==> config.mk <==
export PLATFORM = sky130hd
export DESIGN_NAME = ifft_frame_ctrl
export DESIGN_NICKNAME = d
export VERILOG_FILES = /design/src/rtl/ifft_ctrl_pkg.sv /design/src/rtl/ifft_skid_buf.sv /design/src/rtl/ifft_frame_ctrl.sv
export SDC_FILE = /design/constraint.sdc
export NUM_CORES = 1
export LEC_CHECK = 0
export BUFFER_PORTS_ARGS = -buffer_cell sky130_fd_sc_hd__buf_2
export CAP_MARGIN = 40
export CORE_MARGIN = 3
export CORE_UTILIZATION = 50
export DETAILED_ROUTE_END_ITERATION = 12
export PLACE_DENSITY_LB_ADDON = 0.12
export SLEW_MARGIN = 20
export SYNTH_ARGS = -nofsm -noshare
export SYNTH_HDL_FRONTEND = slang
export SYNTH_SLANG_ARGS = --single-unit
==> constraint.sdc <==
create_clock -name clk -period 2.8 [get_ports clk]
set_input_delay 0.7 -clock clk [delete_from_list [all_inputs] [get_ports clk]]
set_output_delay 0.7 -clock clk [all_outputs]
set_load 0.005 [all_outputs]
==> src/rtl/ifft_ctrl_pkg.sv <==
// Shared definitions for the FFT/IFFT framing controller: input FSM state
// encodings and the block-exponent normalisation helper.
package ifft_ctrl_pkg;

  localparam logic [1:0] ST_IDLE   = 2'd0;
  localparam logic [1:0] ST_SOP    = 2'd1;
  localparam logic [1:0] ST_STREAM = 2'd2;

  // Shift a sign-extended sample by a signed exponent: right shifts truncate,
  // left shifts saturate to the signed w-bit range; magnitude clamps to w.
  function automatic logic signed [31:0] norm_shift(input logic signed [31:0] x,
                                                    input logic signed [31:0] e,
                                                    input int unsigned w);
    logic signed [63:0] wide;
    logic signed [63:0] hi;
    logic signed [63:0] lo;
    logic [31:0]        mag;
    mag  = e[31] ? 32'(-e) : 32'(e);
    if (mag > w) mag = w;
    hi   = (64'sd1 <<< (w - 1)) - 64'sd1;
    lo   = -(64'sd1 <<< (w - 1));
    wide = {{32{x[31]}}, x};
    if (e[31]) begin
      wide = wide >>> mag;
    end else begin
      wide = wide <<< mag;
      if (wide > hi) wide = hi;
      else if (wide < lo) wide = lo;
    end
    return wide[31:0];
  endfunction

endpackage

==> src/rtl/ifft_skid_buf.sv <==
// Two-entry valid/ready buffer; full throughput with registered outputs.
module ifft_skid_buf #(
  parameter int unsigned W = 8
) (
  input  logic         clk,
  input  logic         reset_n,
  input  logic         push_valid,
  output logic         push_ready,
  input  logic [W-1:0] push_data,
  output logic         pop_valid,
  input  logic         pop_ready,
  output logic [W-1:0] pop_data
);

  logic [W-1:0] e0;
  logic [W-1:0] e1;
  logic [1:0]   count;
  logic         push;
  logic         pop;

  assign push_ready = (count != 2'd2);
  assign pop_valid  = (count != 2'd0);
  assign pop_data   = e0;
  assign push       = push_valid & push_ready;
  assign pop        = pop_valid & pop_ready;

  // e0 is always the head; e1 holds the second entry when full
  always_ff @(posedge clk) begin
    if (!reset_n) begin
      count <= 2'd0;
      e0    <= '0;
      e1    <= '0;
    end else begin
      case ({push, pop})
        2'b10: begin
          if (count == 2'd0) e0 <= push_data;
          else               e1 <= push_data;
          count <= count + 2'd1;
        end
        2'b01: begin
          e0    <= e1;
          count <= count - 2'd1;
        end
        2'b11: begin
          if (count == 2'd1) begin
            e0 <= push_data;
          end else begin
            e0 <= e1;
            e1 <= push_data;
          end
        end
        default: ;
      endcase
    end
  end

endmodule

==> src/rtl/ifft_frame_ctrl.sv <==
// Framing/handshake controller around the vendor FFT/IFFT core.
// Optional BLOCK_EXP_NORM_EN: normalise output samples by the block exponent.
module ifft_frame_ctrl
  import ifft_ctrl_pkg::*;
#(
  parameter int unsigned DATA_W      = 8,
  parameter int unsigned NPOINT_LOG2 = 10,
  parameter int unsigned EXP_W       = 6,
  parameter int unsigned FCNT_W      = 16
) (
  input  logic              clk,
  input  logic              reset_n,
  input  logic              cfg_inverse,
  input  logic              err_clr,
  input  logic              in_valid,
  output logic              in_ready,
  input  logic [DATA_W-1:0] in_real,
  input  logic [DATA_W-1:0] in_imag,
  output logic              core_sink_valid,
  output logic              core_sink_sop,
  output logic              core_sink_eop,
  output logic [DATA_W-1:0] core_sink_real,
  output logic [DATA_W-1:0] core_sink_imag,
  input  logic              core_sink_ready,
  output logic              core_inverse,
  output logic [1:0]        core_sink_error,
  input  logic              core_source_valid,
  input  logic              core_source_sop,
  input  logic              core_source_eop,
  input  logic [DATA_W-1:0] core_source_real,
  input  logic [DATA_W-1:0] core_source_imag,
  input  logic [EXP_W-1:0]  core_source_exp,
  input  logic [1:0]        core_source_error,
  output logic              core_source_ready,
  output logic              out_valid,
  output logic              out_sop,
  output logic              out_eop,
  output logic [DATA_W-1:0] out_real,
  output logic [DATA_W-1:0] out_imag,
  output logic [EXP_W-1:0]  out_exp,
  input  logic              out_ready,
  output logic              err_len,
  output logic              err_sop,
  output logic              err_core,
  output logic [FCNT_W-1:0] frames_done
);

  localparam logic [NPOINT_LOG2-1:0] LAST    = '1;
  localparam int unsigned            ENTRY_W = 2 * DATA_W + EXP_W + 2;

  typedef struct packed {
    logic [DATA_W-1:0] re;
    logic [DATA_W-1:0] im;
    logic [EXP_W-1:0]  bexp;
    logic              sop;
    logic              eop;
  } entry_t;

  logic [1:0]             state, state_nxt;
  logic [NPOINT_LOG2-1:0] in_cnt, in_cnt_nxt;
  logic                   inv_q, inv_nxt;
  logic                   run, in_xfer;

  // Input path: zero-latency pass-through gated by the framing FSM
  assign run             = reset_n && (state != ST_IDLE);
  assign in_ready        = core_sink_ready & run;
  assign core_sink_valid = in_valid & run;
  assign in_xfer         = in_valid & in_ready;
  assign core_sink_sop   = run && (state == ST_SOP);
  assign core_sink_eop   = run && (in_cnt == LAST);
  assign core_sink_real  = in_real;
  assign core_sink_imag  = in_imag;
  assign core_sink_error = 2'b00;
  assign core_inverse    = core_sink_sop ? cfg_inverse : inv_q;

  always_ff @(posedge clk) begin
    if (!reset_n) begin
      state  <= ST_IDLE;
      in_cnt <= '0;
      inv_q  <= 1'b1;
    end else begin
      state  <= state_nxt;
      in_cnt <= in_cnt_nxt;
      inv_q  <= inv_nxt;
    end
  end

  always_comb begin
    state_nxt  = state;
    in_cnt_nxt = in_cnt;
    inv_nxt    = inv_q;
    case (state)
      ST_IDLE: state_nxt = ST_SOP;
      ST_SOP: begin
        if (in_xfer) begin
          inv_nxt    = cfg_inverse;
          in_cnt_nxt = NPOINT_LOG2'(1);
          state_nxt  = ST_STREAM;
        end
      end
      ST_STREAM: begin
        if (in_xfer) begin
          if (in_cnt == LAST) begin
            in_cnt_nxt = '0;
            state_nxt  = ST_SOP;
          end else begin
            in_cnt_nxt = in_cnt + NPOINT_LOG2'(1);
          end
        end
      end
      default: state_nxt = ST_IDLE;
    endcase
  end

  entry_t                 push_entry, head;
  logic                   push_ready, src_xfer, pop;
  logic [NPOINT_LOG2-1:0] out_cnt, out_cnt_nxt;
  logic                   set_len, set_sop, set_core;

  always_comb begin
    push_entry.sop  = core_source_sop;
    push_entry.eop  = core_source_eop;
`ifdef BLOCK_EXP_NORM_EN
    push_entry.re   = DATA_W'(norm_shift(32'(signed'(core_source_real)),
                                         32'(signed'(core_source_exp)), DATA_W));
    push_entry.im   = DATA_W'(norm_shift(32'(signed'(core_source_imag)),
                                         32'(signed'(core_source_exp)), DATA_W));
    push_entry.bexp = '0;
`else
    push_entry.re   = core_source_real;
    push_entry.im   = core_source_imag;
    push_entry.bexp = core_source_exp;
`endif
  end

  ifft_skid_buf #(.W(ENTRY_W)) u_skid (
    .clk        (clk),
    .reset_n    (reset_n),
    .push_valid (core_source_valid),
    .push_ready (push_ready),
    .push_data  (push_entry),
    .pop_valid  (out_valid),
    .pop_ready  (out_ready),
    .pop_data   (head)
  );

  assign core_source_ready = push_ready & reset_n;
  assign src_xfer          = core_source_valid & core_source_ready;
  assign pop               = out_valid & out_ready;
  assign out_real          = head.re;
  assign out_imag          = head.im;
  assign out_exp           = head.bexp;
  assign out_sop           = head.sop;
  assign out_eop           = head.eop;

  // Source framing check: sop resyncs the count, eop/length mismatch restarts it
  always_comb begin
    out_cnt_nxt = out_cnt;
    set_len     = 1'b0;
    set_sop     = 1'b0;
    set_core    = 1'b0;
    if (src_xfer) begin
      set_core = (core_source_error != 2'b00);
      if (core_source_sop && (out_cnt != '0)) begin
        set_sop     = 1'b1;
        out_cnt_nxt = NPOINT_LOG2'(1);
      end else if (core_source_eop || (out_cnt == LAST)) begin
        set_len     = !(core_source_eop && (out_cnt == LAST));
        out_cnt_nxt = '0;
      end else begin
        out_cnt_nxt = out_cnt + NPOINT_LOG2'(1);
      end
    end
  end

  always_ff @(posedge clk) begin
    if (!reset_n) begin
      out_cnt     <= '0;
      err_len     <= 1'b0;
      err_sop     <= 1'b0;
      err_core    <= 1'b0;
      frames_done <= '0;
    end else begin
      out_cnt  <= out_cnt_nxt;
      err_len  <= set_len  | (err_len  & ~err_clr);
      err_sop  <= set_sop  | (err_sop  & ~err_clr);
      err_core <= set_core | (err_core & ~err_clr);
      if (pop && head.eop) frames_done <= frames_done + FCNT_W'(1);
    end
  end

endmodule
### After elaboration in Yosys (flattened, before gate mapping)

Cells that the tools add are included.

* $add $sub $neg: 5
* equality and inequality tests: 15
* mux-type cells: 24
* bitwise gates (word level): 14
* reduce and logical (&&, ||, !) cells: 23

Operators by type and width (count)
* 24-bit two-way mux: 4
* 24-bit case mux with 3 select lines: 1
* 10-bit two-way mux: 5
* 24-bit case mux with 2 select lines: 1
* 10-bit by 1-bit adder with 10-bit output, second input constant: 2
* 10-bit equality test, second input constant: 2
* 10-bit case mux with 2 select lines: 1
* 16-bit by 1-bit adder with 16-bit output, second input constant: 1
* 2-bit != test, second input constant: 6
* 2-bit nonzero test: 6
* 1-bit AND: 10
* 10-bit nonzero test: 1
* 3-bit AND reduction: 3
* 1-bit two-way mux: 7
* 2-bit by 1-bit equality test with 1-bit output, second input constant: 3
* 2-bit equality test, second input constant: 3
* 1-bit logical AND: 6
* 2-bit two-way mux: 3
* 2-bit case mux with 3 select lines: 1
* 2-bit logical NOT: 2
* 2-bit case mux with 2 select lines: 1
* 2-bit AND reduction: 2
* 1-bit bitwise OR: 3
* 3-bit nonzero test: 1
* other kinds (6): 6

* bits in registers: 92
* bits of input ports: 50

### Logic depth before layout (Yosys ltp)

Gate-level depths: netlist (run 1).

* depth after elaboration: 7
* mapped depth: 11
* depth with buffers taken out: 9

### Cells and area by module

A second synthesis (run 1) with hierarchy kept.

* cells, all modules: 473
* area total of the unflattened synthesis: 4453.0 um^2

By module, submodules not included
* ifft_frame_ctrl: instances 1, cells each 257, area each 2240.9 um^2, seq. area each 840.8 um^2
* ifft_skid_buf: instances 1, cells each 216, area each 2212.1 um^2, seq. area each 1001.0 um^2

### Worst setup path after synthesis (run 1)

No wires, ideal clock.

* path kind: input to register
* start point: in core_source_valid
* end point: reg u_skid.e0[0], in the netlist u_skid.pop_data[0]
* arrival: 2.354 ns
* setup slack: 0.368 ns
* stages on the path: 8
* path buffers: 2
* cells stage by stage: nor2b_1 clkbuf_1 ha_1 nor2b_1 o21a_1 clkbuf_1 a221oi_1 nor3_1

* longest elaborated chain between the ends: 4
* elaborated cells between the ends (all ways): 8
* those cells by class: 4 x eq/ne; 1 x mux; 1 x bitwise; 2 x reduce/logical

RTL lines
* start, declared: RTL line ifft_frame_ctrl.sv:27 `input logic core_source_valid,`
* 1-bit AND (*): RTL line ifft_skid_buf.sv:24 `assign push = push_valid & push_ready;`
* 2-bit equality test or 2-bit by 1-bit equality test with 1-bit output (tied branches): RTL line ifft_skid_buf.sv:34 `case ({push, pop})`
* 2-bit by 1-bit != test with 1-bit output (no line) or 3-bit nonzero test (tied branches)
* 2-bit AND reduction (no line)
* end signal, assigned: RTL line ifft_skid_buf.sv:36 `if (count == 2'd0) e0 <= push_data;`
* end signal, assigned: RTL line ifft_skid_buf.sv:46 `e0 <= push_data;`
* end, declared: RTL line ifft_skid_buf.sv:15 `logic [W-1:0] e0;`

Mark *: on every way between the ends. The rest lies on a longest branch, timed or not.
A chain may end at the register's enable or synchronous reset.

### Final worst setup path (run 1)

* start point: reg u_skid.count[0]
* end point: reg u_skid.e0[21], in the netlist u_skid.pop_data[21]

* longest elaborated chain between the ends: 5
* elaborated cells between the ends (all ways): 14
* those cells by class: 6 x eq/ne; 2 x mux; 2 x bitwise; 4 x reduce/logical

RTL lines
* start, declared: RTL line ifft_skid_buf.sv:17 `logic [1:0] count;`
* start signal, assigned: RTL line ifft_skid_buf.sv:38 `count <= count + 2'd1;`
* start signal, assigned: RTL line ifft_skid_buf.sv:42 `count <= count - 2'd1;`
* 2-bit != test or 2-bit nonzero test (tied branches): RTL line ifft_skid_buf.sv:21, ifft_skid_buf.sv:22
* 1-bit AND, on equally long branches: RTL line ifft_skid_buf.sv:24, ifft_skid_buf.sv:25
* 2-bit equality test or 2-bit by 1-bit equality test with 1-bit output (tied branches): RTL line ifft_skid_buf.sv:34
* 2-bit by 1-bit != test with 1-bit output (no line) or 3-bit nonzero test (tied branches)
* 2-bit AND reduction (no line)

Several ways; a longest one is shown, not always the timed one.

==> results.toml, run 1 <==
[power_and_ir_drop]
ir_worst_vdd_mv = 0.489
leakagePower_uw = 0.00197
p_per_area_mw_per_mm2 = 828
power_uw = 3970

[sta]
min_period_ns = 2.57
slew_viol_final = 0
rsz0062_at_grt = "false"
slew_headroom_pct = 49.8
finalSetupTns_ns = 0
skew_ns = 0.0153
finalSetupViolCount = 0
hold_viol = 0
fmax_ghz = 0.390
setup_slack_ns = 0.233
timing.final.crit_share_pct = 91.7
worst_pin_slew_ns = 0.751

[drt]
ant_nets = 0
routed_wl_um = 9670
drc = 0
drt-wirelength-per-cell_um = 14.4
via_per_inst = 5.49
drtIter0Drc = 132
vias = 3676
firstDrtPassIters = 5

[clock_tree]
clk_pin_slew_worst_paths_ns = 0.09
clock_path_buffers = 2
h-tree-depth = 3
cts_tree = "yes"
cts_resized = 0
ctsRootBufferMaster = "clkbuf_8"
cts_setup_buffers = 0
numCtsBuffers = 9
holdBufCountCts = 0
insertion_delay_ns = 0.35
cts_sinks = 92

[synthesis]
yosysWarnings = 0
ys_seq_area_share_pct = 43.5
async_flop_share_pct = 0
synthCells = 506
ys_types = 47
synth-main-ff-cell = "dfxtp_1"
netlist.top_cell.by_area = "dfxtp_1"
synth_top_cell_area_share_pct = 43.5
synth_area_mm2 = 0.00423
synth_edf_count = 0
synthTopCellsByArea = "dfxtp_1 (44%), nand2_1 (6.1%), a21oi_1 (5.2%)"
syn_area_per_cell_um2 = 8.36
synth_seq_cells = 92

[place]
post-dp-hpwl_um = 6520
dp_slack_ns = 0.132
dp.cells = 654
gp_congestion = 0.824
numPortBuffers = 83

[critical_path]
cp-end-kind = "flop"
reg2reg_depth = 9
cp.required_ns = 3.01
rr_startpoint = "u_skid.count[0]"
startpoint_type = "flop"
cp_max_fo = 17
r2r_setup_slack_ns = 0.23
worstSetupPathType = "reg2reg"
critPathLaunch = "u_skid.count[0]"
reg2reg_to = "u_skid.pop_data[21]"
arrival_ns = 2.77

[grt]
track_usage_pct = 20.0
grt_pass1_wl_um = 16200
antenna_found_initial = 0
grt_max_degree = 70
grt_pass1_vias = 3451
grt_overflow = 0

[worst_hold_path]
hold_depth = 2
holdCritStartpoint = "u_skid.e1[0]"
hold_class = "reg2reg"
hold_end = "u_skid.e1[0]"

[floorplanning]
io_pins = 118
core_mm2 = 0.00797
die_y_um = 98.0
start_util_pct = 53.1
rows = 32
die_w_um = 98.0
dieArea_mm2 = 0.00960

[flow_run]
drv_cap = 0

[cells_and_area]
fin_util_pct = 60.1
diodes = 0
drive_gt1_share_pct = 20.2
area_delta_synth_final_pct = 13.2
stdcell_count = 670
nNetsFinal = 624

[run_status]
status = "finished, final reports clean"
## where the power goes
group	switching [µW]	internal [µW]	total (µW)
Sequential	147	1560	1700
Combinational	828	534	1360
Clock	478	422	900
Total	1450	2510	3970
## sequential cells by signal (all words and copies together), names as in the netlist
name / cells
err_len: 1
inv_q: 1
out_cnt: 10
err_sop: 1
u_skid.pop_data: 24
u_skid.e1: 24
in_cnt: 10
err_core: 1
state: 2
frames_done: 16
u_skid.count: 2
## Yosys cell counts, types with 2 or more instances
cell type	number
xor2_1	18
nand2_1	69
xnor2_1	4
a41oi_1	2
nor2b_1	5
dfxtp_1	92
ha_1	11
inv_1	12
nand2b_1	3
and4b_1	2
a21oi_1	44
o211ai_1	2
o31ai_1	6
and2_1	6
or3_1	7
a211oi_1	3
nor2_1	53
nor3_1	27
nand3_1	16
clkbuf_1	18
and4_1	2
buf_6	2
o21a_1	2
o21ai_0	11
or4_1	5
a221oi_1	24
buf_1	3
buf_4	19
and3_1	5
buf_2	4
nor4_1	2
nand4_1	12
## metrics by stage
| stage | hold WS, ns | instance area [µm²] |
|---|---|---|
| after detailed placement | 0.447 | 4590 |
| after CTS | 0.461 | 4790 |
| after global placement | 0.441 | 4570 |
| final | 0.458 | 4790 |
| after floorplan | 0.436 | 4240 |
| after global routing | 0.478 | 4790 |
## layout by cell type (no fill, tap or decap), types with 9 or more instances in the layout
cell type  Yosys  layout
dfxtp_1       92      92
ha_1          11      11
nor2_1        53      53
buf_2          4      83
nand4_1       12      12
inv_1         12      11
o21ai_0       11      11
nand3_1       16      16
a21oi_1       44      43
nand2_1       69      69
xor2_1        18      18
nor3_1        27      27
clkbuf_8       0       9
a221oi_1      24      24
## metal layers
metal | vias to the layer above | wire length (µm) | global-route usage [%] | part of all wire, %
li1 | 1880 | - | - | -
met1 | 1707 | 4420 | 25.9 | 46
met2 | 79 | 4590 | 32.8 | 48
met3 | 10 | 558 | 5.07 | 5.8
met4 | 0 | 95 | 6.50 | 0.98
met5 | - | 0 | 0 | 0
## cell type report
type | count | area (µm²)
multi-input cells | 357 | 2100
inverters | 12 | 45.0
fillers | 735 | 3180
flip-flops and latches | 92 | 1840
repair buffers | 91 | 483
clock inverters | 6 | 70.1
well taps | 102 | 128
clock buffers | 10 | 128
## how the worst max path moves through the flow
stage                     endpoint  slack (ns)
2_1_floorplan   u_skid.pop_data[0]        0.37
3_3_place_gp   u_skid.pop_data[11]        0.06
3_5_place_dp   u_skid.pop_data[21]        0.13
4_1_cts        u_skid.pop_data[21]        0.21
5_1_grt        u_skid.pop_data[19]        0.02
6_report       u_skid.pop_data[21]        0.23
## kinds of logic (layout without fill, tap and decap cells)
family / after synthesis / after routing / share of synthesized area (%)
buffers and inverters: 58 / 119 / 7.30
other: 1 / 2 / 0.0886
flip-flops: 92 / 92 / 43.5
AND/OR/NAND/NOR: 220 / 220 / 25.0
XOR/XNOR: 23 / 23 / 4.94
adder cells (fa/ha/maj): 11 / 11 / 3.25
AO/OA/AOI/OAI: 100 / 100 / 15.6
multiplexers: 1 / 1 / 0.266
## critical path, cell delays in order, from the launching register on
cell and delay [ns]:
dfxtp_1 0.39, inv_1 0.08, ha_1 0.25, nor2b_1 0.44
inv_1 0.14, ha_1 0.26, o21a_1 0.32, buf_8 0.21
a221oi_1 0.27, nor3_1 0.07
Note: power is estimated with default switching activity, not from simulation.
==> run 2: changes to the inputs <==
==> constraint.sdc (replaced) <==
create_clock -name clk -period 2.8 [get_ports clk]
set_input_delay 0.28 -clock clk [delete_from_list [all_inputs] [get_ports clk]]
set_output_delay 0.28 -clock clk [all_outputs]
set_load 0.005 [all_outputs]
==> run 2 against run 1 <==
- non-clock buffer count rose by 1
- fmax up 11%
- register-to-register slack better by 0.26 ns
- global-route usage is 0.50 points lower
- critical path depth unchanged
- cell area rose by 0.24%
==> results.toml, run 2 (same netlist as run 1, synthesis figures left out) <==
[run_status]
status = "finished, final reports clean"

[sta]
slew_viol_final = 0
timing.final.crit_share_pct = 82.5
hold_viol = 0
fmax_ghz = 0.433
worst_pin_slew_ns = 0.731
finalSetupViolCount = 0
finalSetupTns_ns = 0
skew_ns = 0.0180
slew_headroom_pct = 51.3
rsz0062_at_grt = "false"
min_period_ns = 2.31

[critical_path]
arrival_ns = 2.59
startpoint_type = "flop"
crit_chain = "inv_1 > ha_1 > nor2b_1 > ha_1 > nor2b_1 > o21a_1 > buf_4 > a221oi_1 > nor3_1"
critPathBufInv = 2
slowest_stage = "dfxtp_1"
cp-end-kind = "flop"
crit_family = "simple AND/OR/NAND/NOR gates"
cp.required_ns = 3.08
worstSetupPathType = "reg2reg"
slowest_delay_ns = 0.39
cp_max_fo = 24

[power_and_ir_drop]
ir_worst_vdd_mv = 0.451
leakagePower_uw = 0.00198
p_per_area_mw_per_mm2 = 833
power_uw = 4000

[place]
post-dp-hpwl_um = 6410
dp.cells = 655
numPortBuffers = 83
gp_congestion = 0.799

[clock_tree]
cts_sinks = 92
cts_tree = "yes"
numCtsBuffers = 9
ctsRootBufferMaster = "clkbuf_8"
clk_pin_slew_worst_paths_ns = 0.11
cts_setup_buffers = 0
h-tree-depth = 3
cts_resized = 0
insertion_delay_ns = 0.36
clock_path_buffers = 2
holdBufCountCts = 0

[cells_and_area]
diodes = 0
mostFrequentLayoutCell = "dfxtp_1"
nNetsFinal = 625
drive_gt1_share_pct = 20.6
stdcell_count = 671
area_delta_synth_final_pct = 13.5
fin_util_pct = 60.3
mostFrequentLayoutCells = "dfxtp_1 (92), buf_2 (83), nand2_1 (69)"

[floorplanning]
start_util_pct = 53.1
dieArea_mm2 = 0.00960
rows = 32
io_pins = 118
core_mm2 = 0.00797
die_w_um = 98.0
die_y_um = 98.0

[grt]
grt_pass1_wl_um = 16000
grt_overflow = 0
antenna_found_initial = 0
track_usage_pct = 19.5
grt_max_degree = 70
grt_pass1_vias = 3483

[flow_run]
drv_cap = 0

[drt]
drt-wirelength-per-cell_um = 14.0
routed_wl_um = 9400
drc = 0
firstDrtPassIters = 4
drtIter0Drc = 125
vias = 3707
via_per_inst = 5.52
ant_nets = 0

[worst_hold_path]
hold_class = "in2reg"
-- run 2: worst paths after layout --
check | from | end | slack [ns] | cells after the start
max | u_skid.count[0] | u_skid.pop_data[2] | 0.49 | 9
min | core_source_imag[5] | u_skid.e1[13] | 0.15 | 3
max reg2reg | u_skid.count[0] | u_skid.pop_data[2] | 0.49 | 9
min reg2reg | u_skid.e1[14] | u_skid.e1[14] | 0.46 | 2
-- run 2: area by class of cell --
type / count / area, µm²
clock buffer: 9 / 124
clock inverter: 7 / 92.6
fill: 721 / 3170
inverter: 12 / 45.0
multi-input combinational: 357 / 2090
sequential: 92 / 1840
tap: 102 / 128
timing repair buffer: 92 / 483
-- run 2: where the power goes --
part	leakage (µW)	internal (µW)	switching [µW]
logic	0.00112	535	810
registers	0.000752	1560	147
clock network	0.000109	438	513
-- run 2: metrics by stage --
| stage | setup WS, ns | hold slack [ns] | cell area [µm²] |
|---|---|---|---|
| finish | 0.491 | 0.154 | 4800 |
| global route | 0.219 | 0.147 | 4800 |
| CTS | 0.479 | 0.142 | 4800 |
| detailed placement | 0.491 | 0.446 | 4590 |
| global placement | 0.659 | 0.441 | 4590 |
| floorplan | 0.463 | 0.416 | 4240 |
-- run 2: per-layer routing --
layer  global-route usage (%)  vias up  share of wire, %
met1                     24.4     1729                45
met4                     5.11        0               1.1
met3                     5.50       13               5.5
met2                     33.2       81                48
li1                         -     1884                 -
met5                        0        -                 0
-- run 2: worst min-delay path, cell delays in order --
cell and delay (ns):
buf_2 0.10, nand2_1 0.05, a21oi_1 0.05
